[config.mk]
export PLATFORM = sky130hd
export DESIGN_NAME = mem_port_arbiter_flat
export DESIGN_NICKNAME = d
export VERILOG_FILES = /design/src/rtl/mem_port_arbiter_pkg.sv /design/src/rtl/mem_port_arbiter_if.sv /design/src/rtl/mem_port_arbiter_streak_ctr.sv /design/src/rtl/mem_port_arbiter.sv /design/src/flat_wrapper.sv
export SDC_FILE = /design/constraint.sdc
export NUM_CORES = 1
export LEC_CHECK = 0
export CORE_AREA = 2 2 204 206
export CTS_CLUSTER_SIZE = 28
export DETAILED_ROUTE_END_ITERATION = 12
export DIE_AREA = 0 0 206 208
export GPL_ROUTABILITY_DRIVEN = 0
export PLACE_DENSITY = 0.59
export SLEW_MARGIN = 20
export SYNTH_ARGS = -nofsm -noshare
export SYNTH_HDL_FRONTEND = slang
export SYNTH_SLANG_ARGS = --single-unit
[constraint.sdc]
create_clock -name clk -period 3 [get_ports clk]
set_clock_uncertainty 0.2 [all_clocks]
set_input_delay 0.3 -clock clk [delete_from_list [all_inputs] [get_ports clk]]
set_output_delay 0.3 -clock clk [all_outputs]
set_load 0.05 [all_outputs]
[src/rtl/mem_port_arbiter_pkg.sv]
// rtl/mem_port_arbiter_pkg.sv - shared encodings and default widths for the memory port arbiter
package mem_pkg;

  localparam int ADDR_W   = 64;
  localparam int DATA_W   = 64;
  localparam int STREAK_W = 4;

  typedef enum logic [1:0] {
    ST_IDLE   = 2'd0,
    ST_ACCESS = 2'd1,
    ST_RESP   = 2'd2
  } state_e;

  typedef enum logic [1:0] {
    OWN_NONE = 2'd0,
    OWN_F    = 2'd1,
    OWN_D    = 2'd2
  } owner_e;

endpackage

[src/rtl/mem_port_arbiter_if.sv]
// rtl/mem_port_arbiter_if.sv - requester and memory-side signals of the memory port arbiter
interface mem_port_arbiter_if #(
  parameter int ADDR_W = mem_pkg::ADDR_W,
  parameter int DATA_W = mem_pkg::DATA_W
);
  logic              f_req;
  logic [ADDR_W-1:0] f_addr;
  logic              f_ack;
  logic [DATA_W-1:0] f_rdata;
  logic              f_err;
  logic              d_req;
  logic              d_we;
  logic [ADDR_W-1:0] d_addr;
  logic [DATA_W-1:0] d_wdata;
  logic              d_ack;
  logic [DATA_W-1:0] d_rdata;
  logic              d_err;
  logic [ADDR_W-1:0] memAddress;
  logic              readEN;
  logic              writeEn;
  logic [DATA_W-1:0] valueWrite;
  logic [DATA_W-1:0] valueRead;
  logic              dmemError;
  logic              busy;

  modport slave (
    input  f_req, f_addr, d_req, d_we, d_addr, d_wdata, valueRead, dmemError,
    output f_ack, f_rdata, f_err, d_ack, d_rdata, d_err,
    output memAddress, readEN, writeEn, valueWrite, busy
  );

  modport master (
    output f_req, f_addr, d_req, d_we, d_addr, d_wdata, valueRead, dmemError,
    input  f_ack, f_rdata, f_err, d_ack, d_rdata, d_err,
    input  memAddress, readEN, writeEn, valueWrite, busy
  );
endinterface

[src/rtl/mem_port_arbiter_streak_ctr.sv]
// rtl/mem_port_arbiter_streak_ctr.sv - saturating count of data grants made while fetch waits
module arb_streak_ctr #(
  parameter int MAX = 4
) (
  input  logic clk,
  input  logic rst,
  input  logic clr_i,
  input  logic inc_i,
  output logic at_max_o
);
  import mem_pkg::*;

  localparam logic [STREAK_W-1:0] MAX_C = STREAK_W'(MAX);

  logic [STREAK_W-1:0] cnt_q, cnt_d;

  always_comb begin
    cnt_d = cnt_q;
    if (clr_i) begin
      cnt_d = '0;
    end else if (inc_i && (cnt_q != MAX_C)) begin
      cnt_d = cnt_q + 1'b1;
    end
  end

  always_ff @(posedge clk) begin
    if (rst) begin
      cnt_q <= '0;
    end else begin
      cnt_q <= cnt_d;
    end
  end

  assign at_max_o = (cnt_q == MAX_C);

endmodule

[src/rtl/mem_port_arbiter.sv]
// rtl/mem_port_arbiter.sv - shares one memory port between fetch and data stages
// Every access runs IDLE -> ACCESS -> RESP; data wins unless fetch has waited MAX_DSTREAK grants.
module mem_port_arbiter #(
  parameter int ADDR_W      = mem_pkg::ADDR_W,
  parameter int DATA_W      = mem_pkg::DATA_W,
  parameter int MAX_DSTREAK = 4
) (
  input logic               clk,
  input logic               rst,
  mem_port_arbiter_if.slave bus
);
  import mem_pkg::*;

  state_e            state_q, state_d;
  owner_e            owner_q, owner_d;
  logic [ADDR_W-1:0] addr_q, addr_d;
  logic              rd_q, rd_d;
  logic              wr_q, wr_d;
  logic [DATA_W-1:0] wdata_q, wdata_d;
  logic              f_ack_q, f_ack_d;
  logic              d_ack_q, d_ack_d;
  logic [DATA_W-1:0] f_rdata_q, f_rdata_d;
  logic [DATA_W-1:0] d_rdata_q, d_rdata_d;
  logic              f_err_q, f_err_d;
  logic              d_err_q, d_err_d;
  logic              at_max, grant_f, streak_inc, streak_clr;

  arb_streak_ctr #(.MAX(MAX_DSTREAK)) u_streak (
    .clk      (clk),
    .rst      (rst),
    .clr_i    (streak_clr),
    .inc_i    (streak_inc),
    .at_max_o (at_max)
  );

  always_comb begin
    state_d    = state_q;
    owner_d    = owner_q;
    addr_d     = addr_q;
    rd_d       = rd_q;
    wr_d       = wr_q;
    wdata_d    = wdata_q;
    f_ack_d    = 1'b0;
    d_ack_d    = 1'b0;
    f_rdata_d  = f_rdata_q;
    d_rdata_d  = d_rdata_q;
    f_err_d    = f_err_q;
    d_err_d    = d_err_q;
    streak_inc = 1'b0;
    streak_clr = 1'b0;
    grant_f    = bus.f_req && (!bus.d_req || at_max);

    case (state_q)
      ST_IDLE: begin
        if (bus.f_req || bus.d_req) begin
          state_d = ST_ACCESS;
          if (grant_f) begin
            owner_d    = OWN_F;
            addr_d     = bus.f_addr;
            rd_d       = 1'b1;
            wr_d       = 1'b0;
            wdata_d    = '0;
            streak_clr = 1'b1;
          end else begin
            owner_d    = OWN_D;
            addr_d     = bus.d_addr;
            rd_d       = !bus.d_we;
            wr_d       = bus.d_we;
            wdata_d    = bus.d_we ? bus.d_wdata : '0;
            streak_inc = bus.f_req;
            streak_clr = !bus.f_req;
          end
        end
      end
      ST_ACCESS: begin
        state_d = ST_RESP;
        addr_d  = '0;
        rd_d    = 1'b0;
        wr_d    = 1'b0;
        wdata_d = '0;
        if (owner_q == OWN_F) begin
          f_rdata_d = bus.valueRead;
          f_err_d   = bus.dmemError;
          f_ack_d   = 1'b1;
        end else if (owner_q == OWN_D) begin
          // A write returns no data, so the last read result stays visible.
          if (!wr_q) begin
            d_rdata_d = bus.valueRead;
          end
          d_err_d = bus.dmemError;
          d_ack_d = 1'b1;
        end
      end
      ST_RESP: begin
        state_d = ST_IDLE;
        owner_d = OWN_NONE;
      end
      default: begin
        state_d = ST_IDLE;
        owner_d = OWN_NONE;
      end
    endcase
  end

  always_ff @(posedge clk) begin
    if (rst) begin
      state_q   <= ST_IDLE;
      owner_q   <= OWN_NONE;
      addr_q    <= '0;
      rd_q      <= 1'b0;
      wr_q      <= 1'b0;
      wdata_q   <= '0;
      f_ack_q   <= 1'b0;
      d_ack_q   <= 1'b0;
      f_rdata_q <= '0;
      d_rdata_q <= '0;
      f_err_q   <= 1'b0;
      d_err_q   <= 1'b0;
    end else begin
      state_q   <= state_d;
      owner_q   <= owner_d;
      addr_q    <= addr_d;
      rd_q      <= rd_d;
      wr_q      <= wr_d;
      wdata_q   <= wdata_d;
      f_ack_q   <= f_ack_d;
      d_ack_q   <= d_ack_d;
      f_rdata_q <= f_rdata_d;
      d_rdata_q <= d_rdata_d;
      f_err_q   <= f_err_d;
      d_err_q   <= d_err_d;
    end
  end

  assign bus.f_ack      = f_ack_q;
  assign bus.f_rdata    = f_rdata_q;
  assign bus.f_err      = f_err_q;
  assign bus.d_ack      = d_ack_q;
  assign bus.d_rdata    = d_rdata_q;
  assign bus.d_err      = d_err_q;
  assign bus.memAddress = addr_q;
  assign bus.readEN     = rd_q;
  assign bus.writeEn    = wr_q;
  assign bus.valueWrite = wdata_q;
  assign bus.busy       = (state_q != ST_IDLE);

endmodule
[src/flat_wrapper.sv]
// flat-port wrapper written by rule: the top's interface ports become plain ports
module mem_port_arbiter_flat import mem_pkg::*;
#(
  parameter int ADDR_W      = mem_pkg::ADDR_W,
  parameter int DATA_W      = mem_pkg::DATA_W,
  parameter int MAX_DSTREAK = 4
)
  (clk, rst, bus_f_req, bus_f_addr, bus_d_req, bus_d_we, bus_d_addr, bus_d_wdata, bus_valueRead, bus_dmemError, bus_f_ack, bus_f_rdata, bus_f_err, bus_d_ack, bus_d_rdata, bus_d_err, bus_memAddress, bus_readEN, bus_writeEn, bus_valueWrite, bus_busy);
  mem_port_arbiter_if #(.ADDR_W(ADDR_W), .DATA_W(DATA_W)) bus_i ();
  input logic clk;
  input logic rst;
  input wire logic [$bits(bus_i.f_req)-1:0] bus_f_req;
  input wire logic [$bits(bus_i.f_addr)-1:0] bus_f_addr;
  input wire logic [$bits(bus_i.d_req)-1:0] bus_d_req;
  input wire logic [$bits(bus_i.d_we)-1:0] bus_d_we;
  input wire logic [$bits(bus_i.d_addr)-1:0] bus_d_addr;
  input wire logic [$bits(bus_i.d_wdata)-1:0] bus_d_wdata;
  input wire logic [$bits(bus_i.valueRead)-1:0] bus_valueRead;
  input wire logic [$bits(bus_i.dmemError)-1:0] bus_dmemError;
  output wire logic [$bits(bus_i.f_ack)-1:0] bus_f_ack;
  output wire logic [$bits(bus_i.f_rdata)-1:0] bus_f_rdata;
  output wire logic [$bits(bus_i.f_err)-1:0] bus_f_err;
  output wire logic [$bits(bus_i.d_ack)-1:0] bus_d_ack;
  output wire logic [$bits(bus_i.d_rdata)-1:0] bus_d_rdata;
  output wire logic [$bits(bus_i.d_err)-1:0] bus_d_err;
  output wire logic [$bits(bus_i.memAddress)-1:0] bus_memAddress;
  output wire logic [$bits(bus_i.readEN)-1:0] bus_readEN;
  output wire logic [$bits(bus_i.writeEn)-1:0] bus_writeEn;
  output wire logic [$bits(bus_i.valueWrite)-1:0] bus_valueWrite;
  output wire logic [$bits(bus_i.busy)-1:0] bus_busy;
  assign bus_i.f_req = bus_f_req;
  assign bus_i.f_addr = bus_f_addr;
  assign bus_i.d_req = bus_d_req;
  assign bus_i.d_we = bus_d_we;
  assign bus_i.d_addr = bus_d_addr;
  assign bus_i.d_wdata = bus_d_wdata;
  assign bus_i.valueRead = bus_valueRead;
  assign bus_i.dmemError = bus_dmemError;
  assign bus_f_ack = bus_i.f_ack;
  assign bus_f_rdata = bus_i.f_rdata;
  assign bus_f_err = bus_i.f_err;
  assign bus_d_ack = bus_i.d_ack;
  assign bus_d_rdata = bus_i.d_rdata;
  assign bus_d_err = bus_i.d_err;
  assign bus_memAddress = bus_i.memAddress;
  assign bus_readEN = bus_i.readEN;
  assign bus_writeEn = bus_i.writeEn;
  assign bus_valueWrite = bus_i.valueWrite;
  assign bus_busy = bus_i.busy;
  mem_port_arbiter #(.ADDR_W(ADDR_W), .DATA_W(DATA_W), .MAX_DSTREAK(MAX_DSTREAK)) u_core (.clk(clk), .rst(rst), .bus(bus_i));
endmodule
==> results of run 1 <==
## layout make-up
| cell class | count | area (um^2) | share of cell area, % |
|---|---|---|---|
| repair buffers | 550 | 5564 | 31.02 |
| flip-flops and latches | 270 | 5406 | 30.14 |
| multi-input cells | 757 | 4862 | 27.10 |
| clock buffers | 49 | 1051 | 5.859 |
| well taps | 532 | 665.6 | 3.710 |
| inverters | 72 | 270.3 | 1.506 |
| clock inverters | 11 | 115.1 | 0.6416 |
| diodes | 2 | 5.005 | 0.02790 |
## logic make-up after synthesis
kind of cell / after synthesis / share of synthesized area [%]
AOI/OAI and AO/OA: 340 / 20.72
and+or+nand+nor: 415 / 22.35
DFF: 270 / 48.67
adders and majority gates: 2 / 0.2253
buffers and inverters: 217 / 8.043
## power by group
part	leakage [nW]	switching, mW	total (mW)	internal (mW)
logic	3.19	1.05	1.78	0.733
clock network	0.579	1.64	4.25	2.61
registers	2.19	0.0922	3.82	3.73
## cell usage after synthesis (all sizes together)
cell type	n	area share, %
dfxtp	270	49
nand2	133	4.5
a21oi	132	5.9
clkbuf	90	3.0
inv	72	2.4
o21ai	69	3.1
nand3	66	3.0
nand4b	66	5.2
nand2b	65	3.7
a32o	64	5.8
o221ai	64	5.0
or4	64	4.3
buf	55	2.6
a31oi	3	0.17
nor2	3	0.25
and3b	2	0.16
and4b	2	0.21
and4bb	2	0.23
ha	2	0.23
nand4	2	0.11
nand4bb	2	0.20
nor3	2	0.14
nor4b	2	0.16
or2	2	0.11
a211oi	1	0.11
a21o	1	0.068
a22o	1	0.079
a311oi	1	0.079
and2	1	0.056
nand3b	1	0.068
o211ai	1	0.068
o21ba	1	0.090
o21bai	1	0.068
o32ai	1	0.079
## stage by stage
stage               hold slack, ns  area (um^2)  cells
CTS                        0.03239        17930   2241
global route               0.09075        17940   2243
detailed placement          0.2471        16770   2181
global placement            0.2406        16770   2181
finish                     0.07289        17940   2243
floorplan                   0.2360        11110   1244
## sequential cells by signal (all words and copies together), names as in the netlist
| name | cells |
|---|---|
| u_core.bus.writeEn | 1 |
| u_core.bus.valueWrite | 64 |
| u_core.bus.f_ack | 1 |
| u_core.owner_q | 2 |
| u_core.bus.readEN | 1 |
| u_core.bus.f_err | 1 |
| u_core.bus.d_rdata | 64 |
| u_core.bus.d_ack | 1 |
| u_core.state_q | 2 |
| u_core.u_streak.cnt_q | 4 |
| u_core.bus.d_err | 1 |
| u_core.bus.memAddress | 64 |
| u_core.bus.f_rdata | 64 |
## path summary, 6_finish.rpt
check	slack [ns]	from	depth (start not counted)	endpoint
worst max register to register	0.73	u_core.state_q[0]$_SDFFE_PP0N_	4	u_core.bus.d_rdata[44]$_SDFFE_PP0P_
worst max-delay path	0.57	u_core.bus.writeEn$_SDFFE_PP0P_	1	bus_writeEn
worst min-delay path	0.07	rst	2	u_core.u_streak.cnt_q[1]$_SDFFE_PP0P_
worst min register to register	0.25	u_core.bus.f_rdata[27]$_SDFFE_PP0P_	2	u_core.bus.f_rdata[27]$_SDFFE_PP0P_
## per-layer routing
| layer | track usage [%] | part of all wire [%] | vias to the layer above |
|---|---|---|---|
| li1 | - | - | 5431 |
| met1 | 22.91 | 39 | 5415 |
| met2 | 31.80 | 48 | 541 |
| met3 | 6.156 | 10 | 71 |
| met4 | 8.005 | 3.4 | 0 |
| met5 | 0 | 0 | - |
==> impl_summary.log, run 1 <==
[metrics] mean routed wirelength per cell: 19.42 um
[metrics] die width: 206 um
[metrics] transition at the pin with the smallest max-transition slack: 0.8280 ns
[metrics] Critical Path Slowest Stage Cell: sky130_fd_sc_hd__clkdlybuf4s50_1
[metrics] final sum of negative setup slack: 0 ns
[metrics] required time at the worst-slack endpoint: 2.50 ns
[metrics] setup violators final: 0
[metrics] final cell utilization of the core: 44.24%
[metrics] Max Fclk: 412.0 MHz
[metrics] Iteration-0 DRC Markers: 687
[metrics] count of buffers added by post-CTS timing repair for setup: 0
[metrics] number of unique standard cell types used by synthesis: 43
[metrics] clock sink total: 270
[metrics] total gr overflow: 0
[metrics] detailed placement HPWL: 29320 um
[metrics] largest net degree at the start of global routing: 97
[metrics] fraction of layout cells with a size suffix above 1: 5.910%
[metrics] post-cts repair resize count: 0
[metrics] clock period minus final worst setup slack: 2.427 ns
[metrics] Hold WC Path Type: in2reg
[metrics] number of warnings issued by yosys: 0
[metrics] CP Cell Sequence: clkdlybuf4s50_1
[metrics] setup slack at placement: 0.5988 ns
[metrics] die boundary height: 208 um
[metrics] register area share after synthesis: 48.67%
[metrics] first-pass GRT wire length: 65080 um
[metrics] quantity of hold-fixing buffers added after cts: 0
[metrics] initial cell density of the core: 27.39%
[metrics] ratio of total power to cell area: 549.2 nW/um^2
[metrics] floorplan row count: 74
[metrics] mean instance size in the synthesized netlist: 8.928 um^2
[metrics] most frequent cells in the layout: sky130_fd_sc_hd__clkdlybuf4s50_1 (522), sky130_fd_sc_hd__dfxtp_1 (269), sky130_fd_sc_hd__nand2_1 (133), sky130_fd_sc_hd__a21oi_1 (132), sky130_fd_sc_hd__inv_1 (69)
[metrics] Root Driver: sky130_fd_sc_hd__clkbuf_16
[metrics] setup repair after global routing missed its margin: no
[metrics] kind of critical path: reg2out
[metrics] ratio of routed vias to standard cells: 5.108
[metrics] clock latency on the worst-skew pair: 0.53 ns
[metrics] CP top delay family: buffers and inverters
[metrics] post-route fraction of the period consumed by the critical path: 80.91%
[metrics] core region area: 40550 um^2
[metrics] most common library cell in the layout ignoring fill and taps: sky130_fd_sc_hd__clkdlybuf4s50_1
[metrics] buffers and inverters on the worst path: 1
[metrics] maximum single-stage delay on the critical path: 0.87 ns
[metrics] setup slack of the critical path after layout: 0.5727 ns
[metrics] Num CTS Buffers: 34
[metrics] number of standard cells after synthesis: 1244
[metrics] Filler Cells Inserted: 3977
[metrics] io pins: 525
[metrics] gr usage total: 19.26%
[metrics] max_cap viols: 0
[metrics] kind of end point of the critical path: output port
[metrics] clock tree from TritonCTS: built
[metrics] # nets final: 1949
[metrics] full die area: 42850 um^2
[metrics] Slew headroom: 44.80%
[metrics] H-Tree Level Count: 2
[metrics] Layout Area Growth over Synthesis: 61.52%
[metrics] outcome: finished, final reports clean
[metrics] maximum VDD drop: 0.3309 mV
[metrics] Synth Cell Area: 11110 um^2
[metrics] residual antenna-violating net count after detailed routing: 0
[metrics] total chip power: 9.853 mW
[metrics] number of global-route vias before repair: 10.92k
[metrics] total via count after detailed routing: 11.46k
[metrics] Hold Violations, Final: 0
[metrics] Clk pin slew, worst setup/hold paths: 0.06 ns
[metrics] clock tree buffer depth: 3
[metrics] Residual DRC: 0
[metrics] Detailed Route WL: 43570 um
[metrics] Initial DRT Pass Iterations: 5
[metrics] final slew viol count: 0
[metrics] startpoint kind of the worst setup timing path: flip-flop
[metrics] cell leakage power: 5.963 nW
[metrics] number of buffer cells added on primary ports: 524
[metrics] antenna violations before repair: 2
[metrics] Post-Syn Nets: 1508
[metrics] arrival time reported for the critical path endpoint: 1.93 ns
[metrics] largest fanout on the critical path: 15
[metrics] number of synthesized register bits: 270
(Power assumes the default switching activity.)
==> inputs of run 2 (changes only) <==
Clock period 3 ns to 2.5 ns, I/O delays scaled along.
==> run 2 against run 1 <==
- global-route usage down 0.061 points
- non-clock buffer count up 5
- critical endpoint is now bus_busy
- routed wire length up 0.85%
- register-to-register slack worse by 0.31 ns
- via count down 0.30%
- worst setup slack worse by 0.41 ns
- critical path depth up 2
- largest cell class unchanged
- core utilization about the same
- cell area up 0.10%
- count of clock-buffer cells in the layout down 4
- combinational power up 22%
- sequential power up 20%
==> impl_summary.log, run 2 (synthesis results as in run 1) <==
[metrics] floorplan row count: 74
[metrics] clock tree from TritonCTS: built
[metrics] most common library cell in the layout ignoring fill and taps: sky130_fd_sc_hd__clkdlybuf4s50_1
[metrics] Clk pin slew, worst setup/hold paths: 0.06 ns
[metrics] # nets final: 1951
[metrics] Filler Cells Inserted: 3993
[metrics] setup slack at placement: 0.2941 ns
[metrics] Layout Area Growth over Synthesis: 61.69%
[metrics] placed cell area: 16930 um^2
[metrics] kind of end point of the critical path: output port
[metrics] cell leakage power: 5.952 nW
[metrics] outcome: finished, final reports clean
[metrics] arrival time reported for the critical path endpoint: 1.89 ns
[metrics] Max Fclk: 427.7 MHz
[metrics] io pins: 525
[metrics] Num CTS Buffers: 31
[metrics] Detailed Route WL: 43940 um
[metrics] detailed placement HPWL: 29790 um
[metrics] Antenna Cells: 0
[metrics] H-Tree Level Count: 1
[metrics] initial cell density of the core: 27.39%
[metrics] kind of critical path: reg2out
[metrics] number of buffer cells added on primary ports: 524
[metrics] most frequent cells in the layout: sky130_fd_sc_hd__clkdlybuf4s50_1 (520), sky130_fd_sc_hd__dfxtp_1 (268), sky130_fd_sc_hd__nand2_1 (133), sky130_fd_sc_hd__a21oi_1 (132), sky130_fd_sc_hd__inv_1 (69)
[metrics] Residual DRC: 0
[metrics] final hold slack: 0.05616 ns
[metrics] largest net degree at the start of global routing: 103
[metrics] clock latency on the worst-skew pair: 0.57 ns
[metrics] full die area: 42850 um^2
[metrics] first-pass GRT wire length: 65520 um
[metrics] ratio of routed vias to standard cells: 5.093
[metrics] setup repair after global routing missed its margin: no
[metrics] max_cap viols: 0
[metrics] Hold WC Path Type: in2reg
[metrics] setup violators final: 0
[metrics] total via count after detailed routing: 11.42k
[metrics] clock sink total: 270
[metrics] post-route standard cell area excluding fillers: 17960 um^2
[metrics] Initial DRT Pass Iterations: 5
[metrics] startpoint kind of the worst setup timing path: flip-flop
[metrics] register area: 5408 um^2
[metrics] multi-input combinational cell area: 4862 um^2
[metrics] Root Driver: sky130_fd_sc_hd__clkbuf_16
[metrics] fraction of layout cells with a size suffix above 1: 5.845%
[metrics] residual antenna-violating net count after detailed routing: 0
[metrics] gr usage total: 19.19%
[metrics] core region area: 40550 um^2
[metrics] Hold Violations, Final: 0
[metrics] required time at the worst-slack endpoint: 2.05 ns
[metrics] Critical Path Slowest Stage Cell: sky130_fd_sc_hd__dfxtp_1
[metrics] maximum VDD drop: 0.4860 mV
[metrics] CP Cell Sequence: nor2_8 -> inv_2 -> buf_4
[metrics] die width: 206 um
[metrics] number of global-route vias before repair: 11.25k
[metrics] final cell utilization of the core: 44.28%
[metrics] Slew headroom: 53.29%
[metrics] ratio of total power to cell area: 630.3 nW/um^2
[metrics] clock tree buffer depth: 3
[metrics] total gr overflow: 0
[metrics] maximum single-stage delay on the critical path: 0.66 ns
[metrics] Iteration-0 DRC Markers: 560
[metrics] mean routed wirelength per cell: 19.59 um
[metrics] transition at the pin with the smallest max-transition slack: 0.6985 ns
[metrics] clock period minus final worst setup slack: 2.338 ns
[metrics] antenna violations before repair: 0
[metrics] setup slack of the critical path after layout: 0.1622 ns
[metrics] final sum of negative setup slack: 0 ns
[metrics] die boundary height: 208 um
[metrics] post-route fraction of the period consumed by the critical path: 93.51%
[metrics] largest fanout on the critical path: 18
[metrics] final slew viol count: 0
## run 2: cell count changes in the layout (fill, tap and decap cells not counted), sizes merged
cell           before  now
buf                28   33
clkbuf             49   45
clkdlybuf4s50     522  520
clkinv              7    6
clkinvlp            1    2
diode               2    0
dlygate4sd2         0    1
dlygate4sd3         0    1
inv                73   74
## run 2: metal layers
metal / GRT usage, % / vias to the layer above / share of wire (%)
li1: - / 5428 / -
met1: 22.07 / 5388 / 39
met2: 32.24 / 511 / 47
met3: 6.861 / 97 / 10
met4: 7.635 / 0 / 4.2
met5: 0 / - / 0
## run 2: power breakdown
part           internal (mW)  switching (mW)  total [mW]
Combinational          0.911            1.27        2.18
Clock                   2.67            1.89        4.56
Sequential              4.47           0.110        4.58
## run 2: repair_timing
action / CTS / global route
hold endpoints to repair: 3 / 0
setup buffers: 0 / 0
setup endpoints to repair: 1 / 1
resized for setup: 1 / 1
hold buffers: 1 / 0
## run 2: worst max-delay path, delay by kind of cell, from the launching register on
kind | cells | cell delay [ns]
buffers and inverters | 2 | 0.60
and+or+nand+nor | 1 | 0.05
DFF | 1 | 0.66
## run 2: layout make-up
cell class,count,area share [%]
Tap cell,532,3.707
Clock buffer,45,4.947
Sequential cell,270,30.11
Multi-Input combinational cell,757,27.07
Timing Repair Buffer,555,31.95
Clock inverter,12,0.7037
Inverter,72,1.505
## run 2: worst paths after layout
check | startpoint | to | slack [ns] | cells past startpoint
setup / recovery | u_core.state_q[0]$_SDFFE_PP0N_ | bus_busy | 0.16 | 3
hold / removal | bus_valueRead[12] | u_core.bus.f_rdata[12]$_SDFFE_PP0P_ | 0.06 | 3
setup reg to reg | u_core.u_streak.cnt_q[0]$_SDFFE_PP0P_ | u_core.bus.valueWrite[53]$_SDFFE_PP0P_ | 0.42 | 6
hold reg to reg | u_core.bus.f_rdata[1]$_SDFFE_PP0P_ | u_core.bus.f_rdata[1]$_SDFFE_PP0P_ | 0.25 | 2
## run 2: stage by stage
| stage | std cells | power (mW) |
|---|---|---|
| detailed placement | 2185 | 6.865 |
| global placement | 2185 | 6.850 |
| floorplan | 1244 | 5.818 |
| finish | 2243 | 11.32 |
| global route | 2243 | 11.76 |
| CTS | 2243 | 11.48 |
